File: src/rtl/controle_escrita.sv
// Write-back controller: queues ULA/MEM write-back requests in an in-order FIFO and drives
// the register bank write port (sinal/entrada3/dado) with one write per cycle.
module controle_escrita #(
   parameter int PROFUNDIDADE = 4,
   parameter int LARGURA      = 16
) (
   input  logic                                clk,
   input  logic                                reset,
   input  logic                                mem_valid,
   input  logic [3:0]                          mem_reg,
   input  logic [LARGURA-1:0]                  mem_dado,
   output logic                                mem_ready,
   input  logic                                ula_valid,
   input  logic [3:0]                          ula_reg,
   input  logic [LARGURA-1:0]                  ula_dado,
   output logic                                ula_ready,
   output logic                                sinal,
   output logic [3:0]                          entrada3,
   output logic [LARGURA-1:0]                  dado,
   output logic [15:0]                         pendente,
   output logic [$clog2(PROFUNDIDADE+1)-1:0]   ocupacao
);
   localparam int CW = $clog2(PROFUNDIDADE + 1);
   localparam int PW = (PROFUNDIDADE > 1) ? $clog2(PROFUNDIDADE) : 1;
   localparam logic [CW-1:0] LIM_UM   = CW'(PROFUNDIDADE - 1);
   localparam logic [CW-1:0] LIM_DOIS = CW'(PROFUNDIDADE - 2);
   localparam logic [PW-1:0] ULTIMO   = PW'(PROFUNDIDADE - 1);

   logic [3:0]         fila_reg_q  [PROFUNDIDADE];
   logic [LARGURA-1:0] fila_dado_q [PROFUNDIDADE];
   logic [PW-1:0]      rd_ptr_q, rd_ptr_d, wr_ptr_q, wr_ptr_d, ula_slot_s;
   logic [CW-1:0]      cnt_q, cnt_d;
   logic               sinal_q, sinal_d;
   logic [3:0]         entrada3_q, entrada3_d;
   logic [LARGURA-1:0] dado_q, dado_d;
   logic               push_mem_s, push_ula_s, pop_s;

   // Modulo-PROFUNDIDADE increment so non-power-of-2 depths wrap correctly.
   function automatic logic [PW-1:0] avanca(input logic [PW-1:0] ptr);
      if (ptr == ULTIMO) begin
         return {PW{1'b0}};
      end else begin
         return ptr + PW'(1'b1);
      end
   endfunction

   assign mem_ready = (cnt_q <= LIM_UM);
   assign ula_ready = mem_valid ? (cnt_q <= LIM_DOIS) : (cnt_q <= LIM_UM);

   always_comb begin
      push_mem_s = mem_valid & mem_ready;
      push_ula_s = ula_valid & ula_ready;
      pop_s      = (cnt_q != {CW{1'b0}});
      // MEM is the older instruction, so it takes the first free slot.
      ula_slot_s = push_mem_s ? avanca(wr_ptr_q) : wr_ptr_q;
      wr_ptr_d   = push_ula_s ? avanca(ula_slot_s) : ula_slot_s;
      cnt_d      = cnt_q + CW'(push_mem_s) + CW'(push_ula_s) - CW'(pop_s);
      if (pop_s) begin
         rd_ptr_d   = avanca(rd_ptr_q);
         sinal_d    = 1'b1;
         entrada3_d = fila_reg_q[rd_ptr_q];
         dado_d     = fila_dado_q[rd_ptr_q];
      end else begin
         rd_ptr_d   = rd_ptr_q;
         sinal_d    = 1'b0;
         entrada3_d = entrada3_q;
         dado_d     = dado_q;
      end
   end

   always_ff @(posedge clk) begin
      if (reset) begin
         rd_ptr_q   <= {PW{1'b0}};
         wr_ptr_q   <= {PW{1'b0}};
         cnt_q      <= {CW{1'b0}};
         sinal_q    <= 1'b0;
         entrada3_q <= 4'h0;
         dado_q     <= {LARGURA{1'b0}};
      end else begin
         rd_ptr_q   <= rd_ptr_d;
         wr_ptr_q   <= wr_ptr_d;
         cnt_q      <= cnt_d;
         sinal_q    <= sinal_d;
         entrada3_q <= entrada3_d;
         dado_q     <= dado_d;
      end
   end

   // Payload storage needs no reset: occupancy alone decides which slots are live.
   always_ff @(posedge clk) begin
      if (push_mem_s) begin
         fila_reg_q[wr_ptr_q]  <= mem_reg;
         fila_dado_q[wr_ptr_q] <= mem_dado;
      end
      if (push_ula_s) begin
         fila_reg_q[ula_slot_s]  <= ula_reg;
         fila_dado_q[ula_slot_s] <= ula_dado;
      end
   end

   always_comb begin
      pendente = 16'h0000;
      for (int s = 0; s < PROFUNDIDADE; s++) begin
         if (((s + PROFUNDIDADE - int'(rd_ptr_q)) % PROFUNDIDADE) < int'(cnt_q)) begin
            pendente = pendente | (16'h0001 << fila_reg_q[s]);
         end else begin
            pendente = pendente;
         end
      end
      if (sinal_q) begin
         pendente = pendente | (16'h0001 << entrada3_q);
      end else begin
         pendente = pendente;
      end
   end

   assign sinal    = sinal_q;
   assign entrada3 = entrada3_q;
   assign dado     = dado_q;
   assign ocupacao = cnt_q;
endmodule

File: config.mk
export PLATFORM = sky130hd
export DESIGN_NAME = controle_escrita
export DESIGN_NICKNAME = d
export VERILOG_FILES = /design/src/rtl/controle_escrita.sv
export SDC_FILE = /design/constraint.sdc
export NUM_CORES = 1
export LEC_CHECK = 0
export ABC_AREA = 1
export BUFFER_PORTS_ARGS = -buffer_cell sky130_fd_sc_hd__buf_2
export CORE_ASPECT_RATIO = 1.5
export CORE_UTILIZATION = 53
export DETAILED_ROUTE_END_ITERATION = 6
export MAX_ROUTING_LAYER = met4
export PLACE_DENSITY = 0.81
export SKIP_CTS_REPAIR_TIMING = 1
export SLEW_MARGIN = 20
export SYNTH_ARGS = -nofsm -noshare
export SYNTH_HDL_FRONTEND = slang
export SYNTH_SLANG_ARGS = --single-unit
File: constraint.sdc
create_clock -name clk -period 2.7 [get_ports clk]
set_input_delay 0.405 -clock clk [delete_from_list [all_inputs] [get_ports clk]]
set_output_delay 0.405 -clock clk [all_outputs]
set_load 0.05 [all_outputs]
Word-level counts from Yosys, hierarchy flattened
Memory sizes are Yosys's and may differ from the RTL's. A register that Yosys moved wholly into a read port is not among the register bits.
Index checks and enable logic that the tools add are counted.

storage, ports and cells
  input bits = 44
  output and inout port bits = 42
  memories = 2
  logic and storage cells = 61
  register bits = 8
  bits in writable memories = 80

operators by class
  equality and inequality tests = 3
  reductions and logical operators = 5
  bitwise logic cells = 10
  shifts and indexed selects = 5
  order comparisons = 6
  add/subtract/negate cells = 10
  muxes and demuxes = 16

memories
  memory       words  bits a word  rd ports  clocked after memory_dff  wr ports  RTL line  text
  fila_dado_q  4      16           1         1                         2         30        logic [LARGURA-1:0] fila_dado_q [PROFUNDIDADE];
  fila_reg_q   4      4            5         1                         2         29        logic [3:0] fila_reg_q [PROFUNDIDADE];

operators with widths
  kind                                                  number
  two-way mux 16 bit                                    5
  left shift 1 x 4 -> 16 bit (first input constant)     5
  bitwise OR 16 bit                                     4
  less-than comparator 3 x 4 -> 1 bit                   4
  subtractor 3 x 2 -> 4 bit (first input constant)      4
  two-way mux 2 bit                                     5
  OR reduction 2 bit                                    4
  adder 2 x 1 -> 2 bit (second input constant)          3
  adder 3 x 1 -> 3 bit                                  2
  bitwise AND 1 bit                                     6
  == test 2 bit (second input constant)                 3
  <= comparator 3 x 2 -> 1 bit (second input constant)  2
  two-way mux 1 bit                                     6
  nonzero test 3 bit                                    1
  subtractor 3 x 1 -> 3 bit                             1

Logic depth before layout (Yosys ltp)
Gate-level depths: netlist of the first run.

  depth after elaboration = 13
  gate-level depth with buffers = 15
  gate-level depth less buffers = 14

Least setup slack after synthesis of the first run
OpenSTA, ideal clock, no wires.

  path kind = register -> register
  start point = register cnt_q[2], in the netlist ocupacao[2]
  end point = memory fila_dado_q[1][0] (enable)
  required time = 2.305 ns
  setup time = 0.395 ns
  stages on the path, launching flop included = 14
  clock period less this slack = 3.181 ns
  buffers on the path = 2
  path slack = -0.481 ns
  arrival time = 2.786 ns
  cells stage by stage = dfxtp_1 inv_2 buf_6 ha_1 nand2_1 nand2_1 nand2_1 nand3_1 nand2_1 inv_1 ha_1 nand2_2 buf_6 nand2_1

RTL lines
  item                    RTL line  text
  from (decl)             32        logic [CW-1:0] cnt_q, cnt_d;
  from (signal assigned)  75        cnt_q <= {CW{1'b0}};
  from (signal assigned)  82        cnt_q <= cnt_d;
  to (decl)               30

Worst setup path after layout of the first run
  start point = register rd_ptr_q[0]
  end point = output pendente[14]

between the ends
  cells in the longest elaborated chain, start to end = 13
  elaborated cells on any way between the ends = 25
  classes of those cells = add/sub (4); order compare (4); mux (5); bitwise (8); reduce/logical (4)

RTL lines
  item                                 RTL line  text
  from (decl)                          31        logic [PW-1:0] rd_ptr_q, rd_ptr_d, wr_ptr_q, wr_ptr_d, ula_slot_s;
  from (signal assigned)               73        rd_ptr_q <= {PW{1'b0}};
  from (signal assigned)               80        rd_ptr_q <= rd_ptr_d;
  subtractor 3 x 2 -> 4 bit            104       if (((s + PROFUNDIDADE - int'(rd_ptr_q)) % PROFUNDIDADE) < int'(cnt_q)) begin
  OR reduction 2 bit (no line)         -
  bitwise AND 1 bit (no line)          -
  less-than comparator 3 x 4 -> 1 bit  104
  two-way mux 16 bit                   104
  bitwise OR 16 bit                    105       pendente = pendente | (16'h0001 << fila_reg_q[s]);
  two-way mux 16 bit                   104
  bitwise OR 16 bit                    105
  two-way mux 16 bit                   104
  bitwise OR 16 bit                    105
  two-way mux 16 bit *                 104
  bitwise OR 16 bit                    111       pendente = pendente | (16'h0001 << entrada3_q);
  two-way mux 16 bit *                 110       if (sinal_q) begin
  to (decl)                            20        output logic [15:0] pendente,

Every way passes the cells marked *; elsewhere a longest branch is shown, timed or not.

==> results_dict.tcl, run 1 <==
set metrics [dict create \
    dieHeight_um 137.5 \
    synth_compound_area_share_pct 9.948 \
    setup_viol_count_final 0 \
    synth.largest_area_cell "edfxtp_1" \
    pwr_density_cell_mw_per_mm2 1238 \
    rrSetupSlack_ps 200 \
    required_ps 2300 \
    firstDrtPassIters 6 \
    fin_skew_ps 8.430 \
    r2r-end "fila_dado_q[3][4]" \
    rsz0062_at_grt "true" \
    grt_max_degree 45 \
    cts.sinks 108 \
    worst_skew_pair.late_latency_ps 360 \
    nets 1013 \
    power_frac_comb_pct 55.8 \
    peakVddDrop_mv 0.6459 \
    path_class "flop to output pin" \
    synth-main-ff-cell "edfxtp_1" \
    period_share_pct 98.07 \
    num_vias 6258 \
    swShare_pct 50.56 \
    n_antenna_cell 0 \
    seqPwrFrac_pct 30.3 \
    die_w_um 92.35 \
    clkPwrFrac_pct 13.9 \
    status "finished clean" \
    synthArstFlopShare_pct 0 \
    rows 49 \
    worst_slew_pin_slew_ps 793.1 \
    path_clk_slew_ps 80 \
    top_layer "met4" \
    drtAntennaViolNets 0 \
    slew_headroom_pct 47.07 \
    drc 0 \
    yosys-top-cells-count "nand2_1 (307), nor2_1 (104), edfxtp_1 (80)" \
    max_freq_ghz 0.3777 \
    crit_arrival_ps 2240 \
    drt_wl_total_um 18290 \
    synthSimpleGateAreaFrac_pct 32.58 \
    p_sw_mw 4.718 \
    r2r-start "ocupacao[2]" \
    final_layout_size_suffix_gt1_share_pct 16.74 \
    synth_fp_nets 933 \
    fp.dieArea_mm2 0.01270 \
    cts_tree "yes" \
    htreeDepth 3 \
    synth_adder_area_share_pct 3.702 \
    endpoint_kind "output pin" \
    yosys_warnings 0 \
    clockRootBuffer "clkbuf_16" \
    syn_avg_cell_area_um2 7.451 \
    port_buffers 85 \
    power_leakage_nw 3.577 \
    antenna_found_initial 0 \
    yosysMostFrequentCell "nand2_1" \
    min_path_cells 3 \
    grt_pass1_wl_um 27570 \
    start_util_pct 54.29 \
    io_pins 86 \
    clock_path_buffers 2 \
    ys_seq_area_share_pct 45.65 \
    overflow 0 \
    coreArea_mm2 0.01196 \
    drt_first_iter_violations 722 \
    grt_pass1_vias 5763 \
    grt_usage_pct 29.59 \
    timing.max_cap.violations 0 \
    fin_tns_setup_ps 0 \
    wl_met3_um 1324 \
    synth_cells 871 \
    hold_end "fila_dado_q[3][13]" \
    final_core_util_pct 63.05 \
    hp-start "mem_dado[13]" \
    fin_crit_ps 2648 \
    route.met2.wl_um 9659 \
    cts_buffers 9 \
    synth_top_family_by_area "simple AND/OR/NAND/NOR gates" \
    viasPerCell 5.643 \
    finalMaxSlewViolations 0 \
    dp_hpwl_um 12310 \
    synth.area.top_cells "edfxtp_1 (37%), nand2_1 (18%), dfxtp_1 (8.6%), nor2_1 (6.0%), o21ai_0 (5.0%)" \
    rr_worst_depth 13 \
    ys_seq_elements 108 \
    slowest_stage "dfxtp_1" \
    crit_top_cell "inv_1" \
    final.hold.worst_slack_ps 352.2 \
    critPathLaunchType "flop" \
    p_int_mw 4.614 \
    crit_chain "ha_4, inv_1, ha_1, inv_1, nor2_1, nand2_1, nand2_4, clkinvlp_4, nand4_1, nand3_1, clkbuf_4" \
    ys_types 29 \
    hold_viol 0 \
    met1_length_um 6265 \
    wl_per_cell_um 16.49 \
    power_mw 9.331 \
    mappedNetlistArea_mm2 0.006490 \
    synth_mux_area_share_pct 0 \
    cp_max_fo 7 \
    critical_path.max_stage_delay_ps 340 \
    areaGrowthSynthToFinish_pct 16.14 \
    synth_xor_area_share_pct 0.1350 \
    hold_class "primary input to flop" \
    gp_congestion 1.051 \
    synth_edf_count 80 \
    synth_top_area_share_pct 37.02 \
]
-- per-stage QoR --
stage | instances | setup slack [ps] | instance area [um^2]
after detailed placement | 1088 | 108.8 | 7049
after global placement | 1088 | 127.6 | 7049
after floorplan | 871 | 103.0 | 6505
after global routing | 1109 | -67.20 | 7537
final | 1109 | 52.20 | 7537
after CTS | 1104 | -57.39 | 7345
-- worst max-delay path by stage --
| stage | endpoint | slack (ps) | start |
|---|---|---|---|
| 2_1_floorplan | fila_dado_q[1][0] | 100 | ocupacao[2] |
| 3_3_place_gp | fila_dado_q[3][4] | 130 | ocupacao[2] |
| 3_5_place_dp | fila_reg_q[3][1] | 110 | ocupacao[2] |
| 4_1_cts | pendente[14] | -60 | rd_ptr_q[1] |
| 5_1_grt | pendente[15] | -70 | rd_ptr_q[0] |
| 6_report | pendente[14] | 50 | rd_ptr_q[0] |
-- state kept, by name, summed over array words and instances, names as in the netlist --
| name | flops |
|---|---|
| entrada3 | 4 |
| fila_dado_q | 64 |
| ocupacao | 3 |
| fila_reg_q | 16 |
| wr_ptr_q | 2 |
| sinal | 1 |
| rd_ptr_q | 2 |
| dado | 16 |
-- layer usage --
layer / track usage, % / up-vias
met5: - / -
met4: 19.53 / 0
met3: 3.863 / 102
met2: 53.42 / 356
met1: 29.70 / 2783
li1: - / 3017
-- logic make-up (layout without fill, tap and decap cells) --
group,after synthesis,after routing
AND/OR/NAND/NOR,515,515
AO/OA/AOI/OAI,115,115
XOR/XNOR,1,1
buffers and inverters,114,199
adder cells (fa/ha/maj),18,18
flip-flops,108,108
-- power groups by stage --
stage | Combinational, mW | Sequential (mW) | Clock (mW)
final | 5.21 | 2.83 | 1.30
after global routing | 5.65 | 2.88 | 1.37
after CTS | 4.83 | 2.80 | 1.30
after detailed placement | 4.80 | 2.83 | 0
after global placement | 4.70 | 2.82 | 0
after floorplan | 3.15 | 3.23 | 0
-- layout by cell type, fill, tap and decap left out, types with 3 or more instances in the layout --
cell type / instances
buf_2: 75
a21oi_1: 13
buf_6: 4
nand2_1: 299
buf_12: 3
buf_4: 24
nand3_2: 4
inv_1: 67
edfxtp_1: 80
o21bai_1: 17
o21a_1: 3
nand3_1: 56
nand4_1: 15
inv_2: 3
dfxtp_1: 25
nor2_1: 101
ha_1: 15
nor3_1: 16
o21ai_0: 65
nor2_2: 3
clkbuf_16: 9
nand2_2: 11
o22ai_1: 16
nand3_4: 5
-- cell type report --
type | instances | area (um^2)
multi-input cells | 649 | 3114
well taps | 153 | 191.4
inverters | 74 | 284.0
clock buffers | 9 | 225.2
flip-flops and latches | 108 | 2969
repair buffers | 108 | 675.6
fillers | 1022 | 4418
repair inverters | 1 | 7.507
clock inverters | 7 | 70.07
-- worst max-delay path, delay by kind of cell, from the launching register on --
kind	cells	cell delay (ps)
flops	1	340
buf+inv	4	450
fa+ha+maj	2	560
simple gates	5	540
(Power assumes the default switching activity.)
==> run 2: changes to the inputs <==
--- a/config.mk
+++ b/config.mk
@@ -6,12 +6,13 @@
 export NUM_CORES = 1
 export LEC_CHECK = 0
 export ABC_AREA = 1
-export BUFFER_PORTS_ARGS = -buffer_cell sky130_fd_sc_hd__buf_2
 export CORE_ASPECT_RATIO = 1.5
-export CORE_UTILIZATION = 53
+export CORE_UTILIZATION = 58
+export CTS_CLUSTER_SIZE = 8
 export DETAILED_ROUTE_END_ITERATION = 6
+export DONT_BUFFER_PORTS = 1
 export MAX_ROUTING_LAYER = met4
-export PLACE_DENSITY = 0.81
+export PLACE_DENSITY = 0.8
 export SKIP_CTS_REPAIR_TIMING = 1
 export SLEW_MARGIN = 20
 export SYNTH_ARGS = -nofsm -noshare
==> results_dict.tcl, run 2 (same netlist as run 1, synthesis figures left out) <==
set metrics [dict create \
    peakVddDrop_mv 0.7773 \
    worst_slew_pin_slew_ps 759.9 \
    multi_input_area_mm2 0.003113 \
    dp_slack_ps 221.5 \
    power_mw 9.438 \
    num-fill-cells 880 \
    path_clk_slew_ps 70 \
    num_vias 6093 \
    coreArea_mm2 0.01071 \
    dp.cells 1016 \
    min_path_cells 1 \
    overflow 0 \
    hold_end "rd_ptr_q[0]" \
    clockRootBuffer "clkbuf_16" \
    grt_pass1_wl_um 29520 \
    crit_start "rd_ptr_q[1]" \
    clock_path_buffers 2 \
    path_class "flop to output pin" \
    drtAntennaViolNets 0 \
    cts.sinks 108 \
    port_buffers 0 \
    cts_buffers 9 \
    grt_pass1_vias 5923 \
    worst_skew_pair.late_latency_ps 350 \
    critical_path.max_stage_delay_ps 380 \
    final.hold.worst_slack_ps 124.5 \
    power_leakage_nw 3.337 \
    viasPerCell 5.864 \
    fin_area_mm2 0.007305 \
    timing.max_cap.violations 0 \
    dp_hpwl_um 13180 \
    period_share_pct 97.39 \
    crit_chain "ha_4, ha_1, nand3_2, buf_4, nand3_1, nor2_1, nor2_1, nand2_1, buf_12" \
    final_layout_size_suffix_gt1_share_pct 11.62 \
    fin_crit_ps 2629 \
    stdcell_count 1039 \
    drt_first_iter_violations 396 \
    path_depth 9 \
    die_w_um 88.37 \
    n_antenna_cell 0 \
    htreeDepth 3 \
    start_util_pct 60.62 \
    wl_per_cell_um 18.36 \
    final-seq-area_mm2 0.002970 \
    io_pins 86 \
    slowest_stage "dfxtp_2" \
    endpoint_kind "output pin" \
    hold_class "primary input to flop" \
    pwr_density_cell_mw_per_mm2 1292 \
    gp_congestion 1.008 \
    layout_common_cells "nand2_1 (298), nor2_1 (103), edfxtp_1 (80), inv_1 (67), o21ai_0 (60)" \
    slew_headroom_pct 49.28 \
    antenna_found_initial 0 \
    setup_viol_count_final 0 \
    r2r-start "ocupacao[1]" \
    largest_register "fila_dado_q" \
    final_core_util_pct 68.23 \
    required_ps 2300 \
    drc 0 \
    dieHeight_um 131.6 \
    fin_skew_ps 8.504 \
    cp_num_buf_inv 2 \
    fin_tns_setup_ps 0 \
    cp_max_fo 5 \
    drt_wl_total_um 19080 \
    fp.dieArea_mm2 0.01163 \
    max_freq_ghz 0.3803 \
    rows 46 \
    hp-start "reset" \
    critPathTopFamily "simple AND/OR/NAND/NOR gates" \
    critPathLaunchType "flop" \
    rrSetupSlack_ps 210 \
    hold_viol 0 \
    firstDrtPassIters 6 \
    r2r-end "fila_dado_q[0][9]" \
    largest_register_ffs 64 \
    rr_worst_depth 7 \
    status "finished clean" \
    fin_ws_ps 70.56 \
    dpl-instance-area_mm2 0.006853 \
    final_common_cell "nand2_1" \
    finalMaxSlewViolations 0 \
    areaGrowthSynthToFinish_pct 12.55 \
    grt_usage_pct 35.15 \
    grt_max_degree 45 \
    nets 952 \
    crit_top_cell "nor2_1" \
    rsz0062_at_grt "true" \
    cts_tree "yes" \
    crit_arrival_ps 2220 \
]
## run 2: worst max path at each step
stage	end	slack [ps]
detailed placement	fila_dado_q[3][3]	220
global route	pendente[4]	-40
CTS	pendente[0]	-110
floorplan	fila_dado_q[1][0]	100
finish	pendente[1]	70
global placement	pendente[0]	330
## run 2: layout make-up
cell class / instances / share of cell area (%)
inverter: 74 / 3.888
clock buffer: 9 / 3.083
multi-input combinational: 649 / 42.62
sequential: 108 / 40.66
timing repair buffer: 48 / 6.578
tap: 144 / 2.467
clock inverter: 7 / 0.7023
## run 2: power by group
part / switching, mW / internal [mW]
combinational: 3.49 / 1.59
sequential: 0.624 / 2.51
clock: 0.589 / 0.630
## run 2: layer usage
layer / track usage (%) / part of all wire, % / vias up
met2: 58.97 / 52 / 332
met5: - / 0 / -
met1: 36.33 / 34 / 2780
met3: 5.653 / 7.0 / 91
met4: 24.73 / 6.8 / 0
li1: - / - / 2890
## run 2: worst register-to-register path: stages, from the launching register on
cell and delay [ps]:
dfxtp_4 360, ha_1 210, nand3_1 100, nand3_1 170, o21ai_0 480, ha_1 280, nand2_2 70, nand2_2 440
==> run 3: changes to the inputs <==
--- a/config.mk
+++ b/config.mk
@@ -7,6 +7,7 @@
 export LEC_CHECK = 0
 export ABC_AREA = 1
 export CORE_ASPECT_RATIO = 1.5
+export CORE_MARGIN = 8
 export CORE_UTILIZATION = 58
 export CTS_CLUSTER_SIZE = 8
 export DETAILED_ROUTE_END_ITERATION = 6
==> results_dict.tcl, run 3 (same netlist as run 1, synthesis figures left out) <==
set metrics [dict create \
    status "finished clean" \
    nets 949 \
    final.hold.worst_slack_ps 112.9 \
    drt_first_iter_violations 456 \
    antenna_found_initial 0 \
    grt_pass1_wl_um 28650 \
    n_antenna_cell 0 \
    largest_register "fila_dado_q" \
    dieHeight_um 145.6 \
    hold_viol 0 \
    power_leakage_nw 3.335 \
    rsz0062_at_grt "true" \
    firstDrtPassIters 7 \
    htreeDepth 3 \
    final_common_cell "nand2_1" \
    port_buffers 0 \
    slew_headroom_pct 54.23 \
    crit_arrival_ps 2210 \
    setup_viol_count_final 0 \
    clockRootBuffer "clkbuf_16" \
    final-seq-area_mm2 0.002965 \
    hp-start "reset" \
    cts.sinks 108 \
    path_clk_slew_ps 70 \
    grt_usage_pct 25.86 \
    endpoint_kind "output pin" \
    viasPerCell 5.760 \
    fin_skew_ps 7.167 \
    worst_skew_pair.late_latency_ps 350 \
    largest_register_ffs 64 \
    hold_class "primary input to flop" \
    stdcell_count 1039 \
    io_pins 86 \
    critPathLaunchType "flop" \
    drtAntennaViolNets 0 \
    grt_pass1_vias 5678 \
    r2r-start "ocupacao[1]" \
    drc 0 \
    rows 47 \
    grt_max_degree 45 \
    dp.cells 1022 \
    num_vias 5985 \
    peakVddDrop_mv 0.5877 \
    power_mw 9.263 \
    path_class "flop to output pin" \
    worst_slew_pin_slew_ps 685.8 \
    clock_path_buffers 2 \
    wl_per_cell_um 18.15 \
    overflow 0 \
    pwr_density_cell_mw_per_mm2 1279 \
    drt_wl_total_um 18860 \
    fp.dieArea_mm2 0.01490 \
    layout_common_cells "nand2_1 (300), nor2_1 (103), edfxtp_1 (80), inv_1 (68), o21ai_0 (64)" \
    num-fill-cells 942 \
    die_w_um 102.4 \
    fin_crit_ps 2614 \
    max_freq_ghz 0.3825 \
    dp_hpwl_um 13150 \
    required_ps 2300 \
    cts_buffers 9 \
    period_share_pct 96.82 \
    crit_start "rd_ptr_q[1]" \
    dpl-instance-area_mm2 0.006892 \
    final_layout_size_suffix_gt1_share_pct 9.978 \
    gp_congestion 1.156 \
    cp_max_fo 23 \
    cts_tree "yes" \
    start_util_pct 59.02 \
    finalMaxSlewViolations 0 \
    timing.max_cap.violations 0 \
    fin_area_mm2 0.007242 \
    areaGrowthSynthToFinish_pct 11.59 \
    coreArea_mm2 0.01100 \
    multi_input_area_mm2 0.003064 \
]
-- run 3: changes by cell type in the layout (fill, tap and decap cells not counted), sizes merged --
cell,delta
clkinv,-1
buf,-3
clkbuf,+2
clkinvlp,-3
inv,+2
-- run 3: worst max-delay path, cell delays in order, from the launching register on --
cell	delay [ps]
dfxtp_1	360
buf_8	200
inv_1	80
ha_1	290
nor2_1	90
nand2_1	110
nand3_2	150
nor2_1	60
nor2_1	190
nand4_1	120
buf_4	210
-- run 3: per-layer routing --
metal | GRT usage [%] | wire length [um] | part of all wire [%]
met5 | - | 0 | 0
met4 | 15.79 | 816 | 4.3
met3 | 5.699 | 1704 | 9.0
met2 | 45.25 | 10000 | 53
met1 | 24.75 | 6339 | 34
-- run 3: path summary, 6_finish.rpt --
path / to / slack, ps / depth (start not counted)
min: ocupacao[2] / 110 / 1
max reg2reg: fila_dado_q[2][6] / 220 / 11
min reg2reg: dado[2] / 610 / 4
max: pendente[11] / 90 / 10
-- run 3: where the power goes --
part,total (mW),internal [mW],switching (mW),leakage (nW)
Combinational,4.87,1.50,3.37,2.22
Clock,1.26,0.665,0.594,0.143
Sequential,3.13,2.50,0.628,0.977
Total,9.26,4.67,4.59,3.33
-- run 3: stage by stage --
| step | setup TNS [ps] | utilization (%) | setup WS (ps) |
|---|---|---|---|
| 2_1_floorplan | 0 | - | 103.0 |
| 5_1_grt | -93.39 | 65.85 | -30.05 |
| 4_1_cts | -928.8 | 65.27 | -134.9 |
| 6_report | 0 | 65.85 | 85.85 |
| 3_5_place_dp | 0 | 62.67 | 240.9 |
| 3_3_place_gp | 0 | 62.67 | 301.3 |
-- run 3: layout make-up --
cell class	instances	area share (%)
clock buffer	11	3.352
multi-input combinational	649	42.31
clock inverter	5	0.6047
tap	147	2.540
timing repair buffer	45	6.375
sequential	108	40.95
inverter	74	3.870
